[src/rtl/uart_async_rx_if.sv]
// Receive-side bundle of the 8N1 UART receiver: serial line in, byte and status out.
// The slave modport is the receiver; the master modport is whoever drives the line.
interface uart_async_rx_if;
  logic       RxD;
  logic       RxD_data_ready;
  logic       RxD_waiting_data;
  logic [7:0] RxD_data;

  modport master (
    output RxD,
    input  RxD_data_ready,
    input  RxD_waiting_data,
    input  RxD_data
  );

  modport slave (
    input  RxD,
    output RxD_data_ready,
    output RxD_waiting_data,
    output RxD_data
  );
endinterface

[src/rtl/uart_async_rx.sv]
// Oversampling 8N1 UART receiver: synchroniser, 3-tap majority filter, tick-driven
// frame FSM and a one-byte output register with a single-cycle ready strobe.
module uart_async_rx #(
  parameter int CLK_FREQ   = 50000000,
  parameter int BAUD       = 115200,
  parameter int OVERSAMPLE = 8
) (
  input  logic            clk,
  input  logic            rst,
  uart_async_rx_if.slave  rx
);

  localparam int TICK_RATE = BAUD * OVERSAMPLE;
  localparam int DIV_RAW   = (CLK_FREQ + TICK_RATE / 2) / TICK_RATE;
  localparam int DIV       = (DIV_RAW < 1) ? 1 : DIV_RAW;
  localparam int DIV_W     = (DIV > 1) ? $clog2(DIV) : 1;
  localparam int CNT_W     = $clog2(OVERSAMPLE);

  localparam logic [DIV_W-1:0] DIV_LAST = DIV_W'(DIV - 1);
  localparam logic [CNT_W-1:0] CNT_HALF = CNT_W'(OVERSAMPLE / 2 - 1);
  localparam logic [CNT_W-1:0] CNT_LAST = CNT_W'(OVERSAMPLE - 1);

  typedef enum logic [2:0] {
    S_IDLE,
    S_START,
    S_DATA,
    S_STOP,
    S_BREAK
  } state_t;

  // Free-running oversample tick; deliberately never realigned to frames.
  logic [DIV_W-1:0] r_div_cnt;
  logic             w_tick;

  assign w_tick = (r_div_cnt == DIV_LAST);

  // NOTE: sequential state is assigned with <= so every flop samples pre-edge values.
  always_ff @(posedge clk or posedge rst) begin
    if (rst) begin
      r_div_cnt <= '0;
    end else if (w_tick) begin
      r_div_cnt <= '0;
    end else begin
      r_div_cnt <= r_div_cnt + 1'b1;
    end
  end

  // Synchroniser and filter reset to the idle-high level so reset never looks like a start.
  logic [1:0] r_sync;
  logic [1:0] r_hist;
  logic       r_rx_f;
  logic       w_rx_s;
  logic       w_maj;

  assign w_rx_s = r_sync[1];
  assign w_maj  = (r_hist[0] & r_hist[1]) | (r_hist[0] & w_rx_s) | (r_hist[1] & w_rx_s);

  always_ff @(posedge clk or posedge rst) begin
    if (rst) begin
      r_sync <= 2'b11;
      r_hist <= 2'b11;
      r_rx_f <= 1'b1;
    end else begin
      r_sync <= {r_sync[0], rx.RxD};
      if (w_tick) begin
        r_hist <= {r_hist[0], w_rx_s};
        r_rx_f <= w_maj;
      end
    end
  end

  state_t           r_state,   w_state;
  logic [CNT_W-1:0] r_cnt,     w_cnt;
  logic [2:0]       r_bit_idx, w_bit_idx;
  logic [7:0]       r_shift,   w_shift;
  logic [7:0]       r_data,    w_data;
  logic             r_ready,   w_ready;
  logic             r_waiting, w_waiting;

  always_ff @(posedge clk or posedge rst) begin
    if (rst) begin
      r_state   <= S_IDLE;
      r_cnt     <= '0;
      r_bit_idx <= '0;
      r_shift   <= '0;
      r_data    <= '0;
      r_ready   <= 1'b0;
      r_waiting <= 1'b0;
    end else begin
      r_state   <= w_state;
      r_cnt     <= w_cnt;
      r_bit_idx <= w_bit_idx;
      r_shift   <= w_shift;
      r_data    <= w_data;
      r_ready   <= w_ready;
      r_waiting <= w_waiting;
    end
  end

  // NOTE: every output of this block gets a default first, so no path can infer a latch.
  always_comb begin
    w_state   = r_state;
    w_cnt     = r_cnt;
    w_bit_idx = r_bit_idx;
    w_shift   = r_shift;
    w_data    = r_data;
    w_ready   = 1'b0;
    w_waiting = r_waiting;

    if (w_tick) begin
      unique case (r_state)
        S_IDLE: begin
          if (!r_rx_f) begin
            w_cnt   = '0;
            w_state = S_START;
          end
        end

        // Re-check at mid start bit; pulses shorter than half a bit fall back to idle.
        S_START: begin
          if (r_cnt == CNT_HALF) begin
            if (!r_rx_f) begin
              w_state   = S_DATA;
              w_cnt     = '0;
              w_bit_idx = '0;
              w_waiting = 1'b1;
            end else begin
              w_state = S_IDLE;
            end
          end else begin
            w_cnt = r_cnt + 1'b1;
          end
        end

        S_DATA: begin
          if (r_cnt == CNT_LAST) begin
            w_cnt   = '0;
            w_shift = {r_rx_f, r_shift[7:1]};
            if (r_bit_idx == 3'd7) begin
              w_state = S_STOP;
            end else begin
              w_bit_idx = r_bit_idx + 1'b1;
            end
          end else begin
            w_cnt = r_cnt + 1'b1;
          end
        end

        // A low stop bit is a framing error: the byte is dropped and the line must idle first.
        S_STOP: begin
          if (r_cnt == CNT_LAST) begin
            w_cnt     = '0;
            w_waiting = 1'b0;
            if (r_rx_f) begin
              w_data  = r_shift;
              w_ready = 1'b1;
              w_state = S_IDLE;
            end else begin
              w_state = S_BREAK;
            end
          end else begin
            w_cnt = r_cnt + 1'b1;
          end
        end

        S_BREAK: begin
          if (r_rx_f) begin
            w_state = S_IDLE;
          end
        end

        default: w_state = S_IDLE;
      endcase
    end
  end

  assign rx.RxD_data_ready   = r_ready;
  assign rx.RxD_waiting_data = r_waiting;
  assign rx.RxD_data         = r_data;

endmodule

[src/flat_wrapper.sv]
// flat-port wrapper written by rule: the top's interface ports become plain ports
module uart_async_rx_flat 
#(
  parameter int CLK_FREQ   = 50000000,
  parameter int BAUD       = 115200,
  parameter int OVERSAMPLE = 8
)
  (clk, rst, rx_RxD, rx_RxD_data_ready, rx_RxD_waiting_data, rx_RxD_data);
  uart_async_rx_if rx_i ();
  input  logic clk;
  input  logic rst;
  input wire logic [$bits(rx_i.RxD)-1:0] rx_RxD;
  output wire logic [$bits(rx_i.RxD_data_ready)-1:0] rx_RxD_data_ready;
  output wire logic [$bits(rx_i.RxD_waiting_data)-1:0] rx_RxD_waiting_data;
  output wire logic [$bits(rx_i.RxD_data)-1:0] rx_RxD_data;
  assign rx_i.RxD = rx_RxD;
  assign rx_RxD_data_ready = rx_i.RxD_data_ready;
  assign rx_RxD_waiting_data = rx_i.RxD_waiting_data;
  assign rx_RxD_data = rx_i.RxD_data;
  uart_async_rx #(.CLK_FREQ(CLK_FREQ), .BAUD(BAUD), .OVERSAMPLE(OVERSAMPLE)) u_core (.clk(clk), .rst(rst), .rx(rx_i));
endmodule
[config.mk]
export PLATFORM = sky130hd
export DESIGN_NAME = uart_async_rx_flat
export DESIGN_NICKNAME = d
export VERILOG_FILES = /design/src/rtl/uart_async_rx_if.sv /design/src/rtl/uart_async_rx.sv /design/src/flat_wrapper.sv
export SDC_FILE = /design/constraint.sdc
export NUM_CORES = 1
export LEC_CHECK = 0
export ABC_AREA = 1
export ABC_CLOCK_PERIOD_IN_PS = 1500
export CORE_AREA = 2 2 83 85
export DETAILED_ROUTE_END_ITERATION = 10
export DIE_AREA = 0 0 85 87
export PLACE_DENSITY = 0.55
export SETUP_SLACK_MARGIN = 0.05
export SLEW_MARGIN = 15
export SYNTH_ARGS = -nofsm -noshare
export SYNTH_HDL_FRONTEND = slang
export SYNTH_SLANG_ARGS = --single-unit
[constraint.sdc]
create_clock -name clk -period 1.5 [get_ports clk]
set_clock_uncertainty 0.1 [all_clocks]
set_input_delay 0.45 -clock clk [delete_from_list [all_inputs] [get_ports clk]]
set_output_delay 0.45 -clock clk [all_outputs]
set_load 0.02 [all_outputs]
# Yosys cells after proc, flatten, opt, wreduce, memory -nomap -nowiden
# Index checks and enable logic that the tools add are counted.
# Widths: inputs -> output; s select.
[word_totals]
input_bits = 3
reg_bits = 38
wordCells = 73
[op_classes]
bitwise = 5
muxes = 27
eq_ne = 16
addsub = 3
reduce_logical = 11
[op_table]
columns = ["cell", "n"]
rows = [
  ["$mux 3", 14],
  ["$pmux 3 s5", 1],
  ["$ne 2x1->1 const B", 5],
  ["$eq 3x2->1 const B", 3],
  ["$eq 3x3->1 const B", 3],
  ["$pmux 3 s3", 1],
  ["$mux 1", 7],
  ["$reduce_and 7->1", 1],
  ["$add 3x1->3 const B", 2],
  ["$add 6x1->6 const B", 1],
  ["$eq 6x6->1 const B", 1],
  ["$mux 6", 1],
  ["$ne 2x2->1 const B", 3],
  ["$pmux 3 s2", 1],
  ["$reduce_and 6->1", 1],
  ["$reduce_and 5->1", 1],
  ["$reduce_and 4->1", 1],
  ["$reduce_bool 2->1", 2],
  ["$and 1x1->1", 3],
  ["$eq 3x1->1 const B", 1],
  ["$logic_not 3->1", 1],
  ["$reduce_and 3->1", 1],
  ["$reduce_bool 3->1", 1],
  ["$mux 2", 1],
  ["other kinds (4)", 5],
]

# Depth between registers and ports, before layout
[depth]
depth_word = 4
mapped_depth = 10
depth_no_buf = 9

# Least setup slack after synthesis
# Ideal clock, no wire load.
[synth_timing]
path_kind = "flip-flop to flip-flop"
start = "register u_core.r_cnt[0]"
end = "register u_core.r_data[0], in the netlist u_core.rx.RxD_data[0]"
t_arrival_ps = 1374
setup_time_ps = 117
path_buffers = 0
required_time_ps = 1283
period_less_slack_ps = 1591
path_stages_with_launch = 8
slack_ps = -91
path_cell_list = "dfrtp_1 ha_1 ha_1 inv_1 nor3_4 nand2_4 nand2_1 nand2_1"
[synth_between]
elab_chain_cells = 2
[synth_lines]
columns = ["item", "line", "source"]
rows = [
  ["start: declaration", "uart_async_rx.sv:73", "logic [CNT_W-1:0] r_cnt, w_cnt;"],
  ["start signal: assignment", "uart_async_rx.sv:91", "r_cnt <= w_cnt;"],
  ["$eq 3x3->1", "uart_async_rx.sv:151", "if (r_cnt == CNT_LAST) begin"],
  ["$reduce_and 4->1 (no line)", "-", ""],
  ["end signal: assignment", "uart_async_rx.sv:94", "r_data <= w_data;"],
  ["end: declaration", "uart_async_rx.sv:76", "logic [7:0] r_data, w_data;"],
]
# No other way between the ends.
# A chain may end at the register's enable or synchronous reset.

# Final worst setup path
[layout_timing]
start = "register u_core.r_cnt[0]"
end = "register u_core.r_data[4], in the netlist u_core.rx.RxD_data[4]"
# The elaborated chain is that of the path after synthesis.

==> impl_results.md <==
- Worst Path Max Fanout: 6
- Crit path DAT: 1.65 ns
- Routed Wire Length: 4160 µm
- Initial core utilization: 29.8%
- Clock latency on the worst-skew pair: 0.30 ns
- Final setup viols: 1
- Total iterations of the first detailed-routing run: 4
- Row cnt: 30
- Worst Hold Depth: 0
- Slew Viols, Final: 0
- Register bit total from synthesis: 38
- Final worst setup slack: -0.0153 ns
- Final hold slack: 0.260 ns
- Crit Path Class: register to register
- RSZ-0062 raised after global routing: true
- Leakage power: 0.00134 µW
- Crit. End Element: register
- Fmax: 0.660 GHz
- # DRC: 0
- Vias in the first global route: 1581
- VDD IR max: 0.487 mV
- Final nets: 299
- Detail Route Antenna Nets: 0
- Global placement routability congestion: 0.803
- R2R cell count: 8
- Pin count of the biggest net entering global routing: 27
- Ratio of final minimum period to clock period: 101%
- Input/output buffers: 12
- Initial DRC Count: 44
- Status: complete, but fails checks
- Layout cells sized above 1: 37.4%
- Maxcap violations: 0
- Pwr dens: 732 nW/µm²
- Worst slew pin tran: 0.392 ns
- Layout fillers: 651
- Detailed placement HPWL: 2850 µm
- Hold Crit Class: register to register
- Setup TNS: -0.0153 ns
- Final Util: 40.8%
- CTS Sinks: 38
- Die height: 87 µm
- Die Span X: 85 µm
- Max-slew headroom: 73.6%
- Initial antenna violation count: 0
- Critical path required time: 1.63 ns
- Total GRT Usage: 12.7%
- Synth Cell Area: 1960 µm²
- Failing checks: setup timing
- Final Total Pwr: 1960 µW
- Post-synthesis cell type count: 25
- Register area share after synthesis: 48.9%
- # IOs: 13
- Global-route wire length before repair: 7400 µm
- Nature of the critical path startpoint: register
- Via-per-instance ratio: 4.40
- H-tree depth: 2
- Endpoints failing hold: 0
- Post-Synthesis Cells: 237
- Grt total ovfl: 0
- Clock slew at reported path FFs: 0.08 ns
- Clock Tree Buf Depth: 2
- Syn nets: 248
- Wire length per cell: 11.3 µm
- Die area: 7400 µm²
- CORE AREA: 6570 µm²
- TritonCTS clock tree: done
- Post-Syn Area per Cell: 8.27 µm²
- Root buf cell: clkbuf_8
- N_diodes: 0
- Area growth syn-to-layout: 36.8%
- Inserted Clock Buffers: 5
- Cts hold-fix bufs: 0
- Synth Warn #: 0
- Minimum clock period: 1.52 ns
- Routed vias: 1625
-- where the power goes --
part | total (µW) | internal (µW) | switching [µW]
sequential | 1030 | 1030 | 1.64
clock | 899 | 495 | 404
combinational | 33.8 | 11.8 | 22.1
-- synthesized netlist by cell type --
cell type / n / area (µm²)
dfrtp_1: 33 / 826
nor2_1: 19 / 71.3
nor3_1: 2 / 10.0
nor3_4: 1 / 16.3
ha_1: 8 / 100
nand4_1: 1 / 6.26
buf_2: 2 / 10.0
nand4_2: 1 / 12.5
o21ai_0: 6 / 30.0
nand2_4: 1 / 11.3
nand3_1: 30 / 150
a21oi_1: 3 / 15.0
a31oi_1: 1 / 6.26
nand2_1: 75 / 282
nor3b_1: 1 / 7.51
inv_2: 1 / 3.75
inv_1: 28 / 105
nor2_4: 3 / 33.8
o21ai_2: 8 / 70.1
buf_6: 2 / 22.5
buf_4: 1 / 7.51
nand2_2: 3 / 18.8
or2_2: 1 / 6.26
nor2_2: 1 / 6.26
dfstp_2: 5 / 131
-- critical path, stage by stage, from the launching register on --
cell and delay [ns]:
dfrtp_1 0.40, ha_4 0.18, ha_4 0.14, inv_2 0.04, nor3_4 0.20, buf_6 0.14, buf_6 0.12, nand3_2 0.07
nand2_1 0.07
-- layer usage --
metal | global-route usage, % | vias up | wire length, µm
met1 | 17.0 | 752 | 2050
met4 | 4.76 | 0 | 57
met5 | 0 | - | 0
met3 | 2.56 | 4 | 76
met2 | 20.2 | 15 | 1980
li1 | - | 854 | -
-- through the flow --
step	area (µm²)	std cells	setup WS [ns]
after detailed placement	2450	353	-0.0730
after global placement	2450	353	-0.0492
after floorplan	2010	237	0.0241
after global routing	2680	369	-0.0990
final	2680	369	-0.0153
after CTS	2660	367	0.00322
-- state kept, by name (all words and copies together) (netlist names) --
signal	cells
u_core.r_bit_idx	3
u_core.r_cnt	3
u_core.r_div_cnt	6
u_core.r_hist	2
u_core.r_rx_f	1
u_core.r_shift	8
u_core.r_state	3
u_core.r_sync	2
u_core.rx.RxD_data	8
u_core.rx.RxD_data_ready	1
u_core.rx.RxD_waiting_data	1
-- cell usage in the layout, fill, tap and decap left out, types with 6 or more instances in the layout --
cell type / count
nand2_1: 71
dfrtp_1: 31
buf_4: 27
inv_1: 23
nand3_1: 22
nor2_1: 17
buf_2: 10
o21ai_2: 9
nand3_2: 8
nand2_2: 7
inv_2: 6
-- cells by family after synthesis --
group,Yosys count,share of synthesized area (%)
AO/OA/AOI/OAI,18,6.19
adder cells (fa/ha/maj),8,5.11
buffers and inverters,34,7.60
flip-flops,38,48.9
AND/OR/NAND/NOR,139,32.2
-- cell type report --
class / instances / area (µm²) / area share, %
well taps: 80 / 100 / 3.73
repair buffers: 48 / 413 / 15.4
flip-flops and latches: 38 / 960 / 35.8
multi-input cells: 166 / 985 / 36.7
inverters: 29 / 109 / 4.06
clock buffers: 5 / 68.8 / 2.57
clock inverters: 3 / 45.0 / 1.68
-- path summary, 6_finish.rpt --
kind                                              from                           endpoint  slack, ns
setup / recovery           u_core.r_cnt[0]$_DFFE_PP0P_  u_core.rx.RxD_data[4]$_DFFE_PP0P_      -0.02
hold / removal              u_core.r_sync[0]$_DFF_PP1_         u_core.r_sync[1]$_DFF_PP1_       0.26
setup reg to reg           u_core.r_cnt[0]$_DFFE_PP0P_  u_core.rx.RxD_data[4]$_DFFE_PP0P_      -0.02
hold reg to reg             u_core.r_sync[0]$_DFF_PP1_         u_core.r_sync[1]$_DFF_PP1_       0.26
max in group asynchronous                          rst          u_core.r_rx_f$_DFFE_PP1N_       0.65
min in group asynchronous                          rst  u_core.rx.RxD_data[3]$_DFFE_PP0P_       0.40
-- what timing repair did --
item | CTS | global route
resized for setup | 64 | 5
setup endpoints to repair | 45 | 37
pin swaps | 7 | 5
cloned | 1 | 0
setup buffers | 5 | 2
No activity file was read; power rests on OpenSTA's default activity.
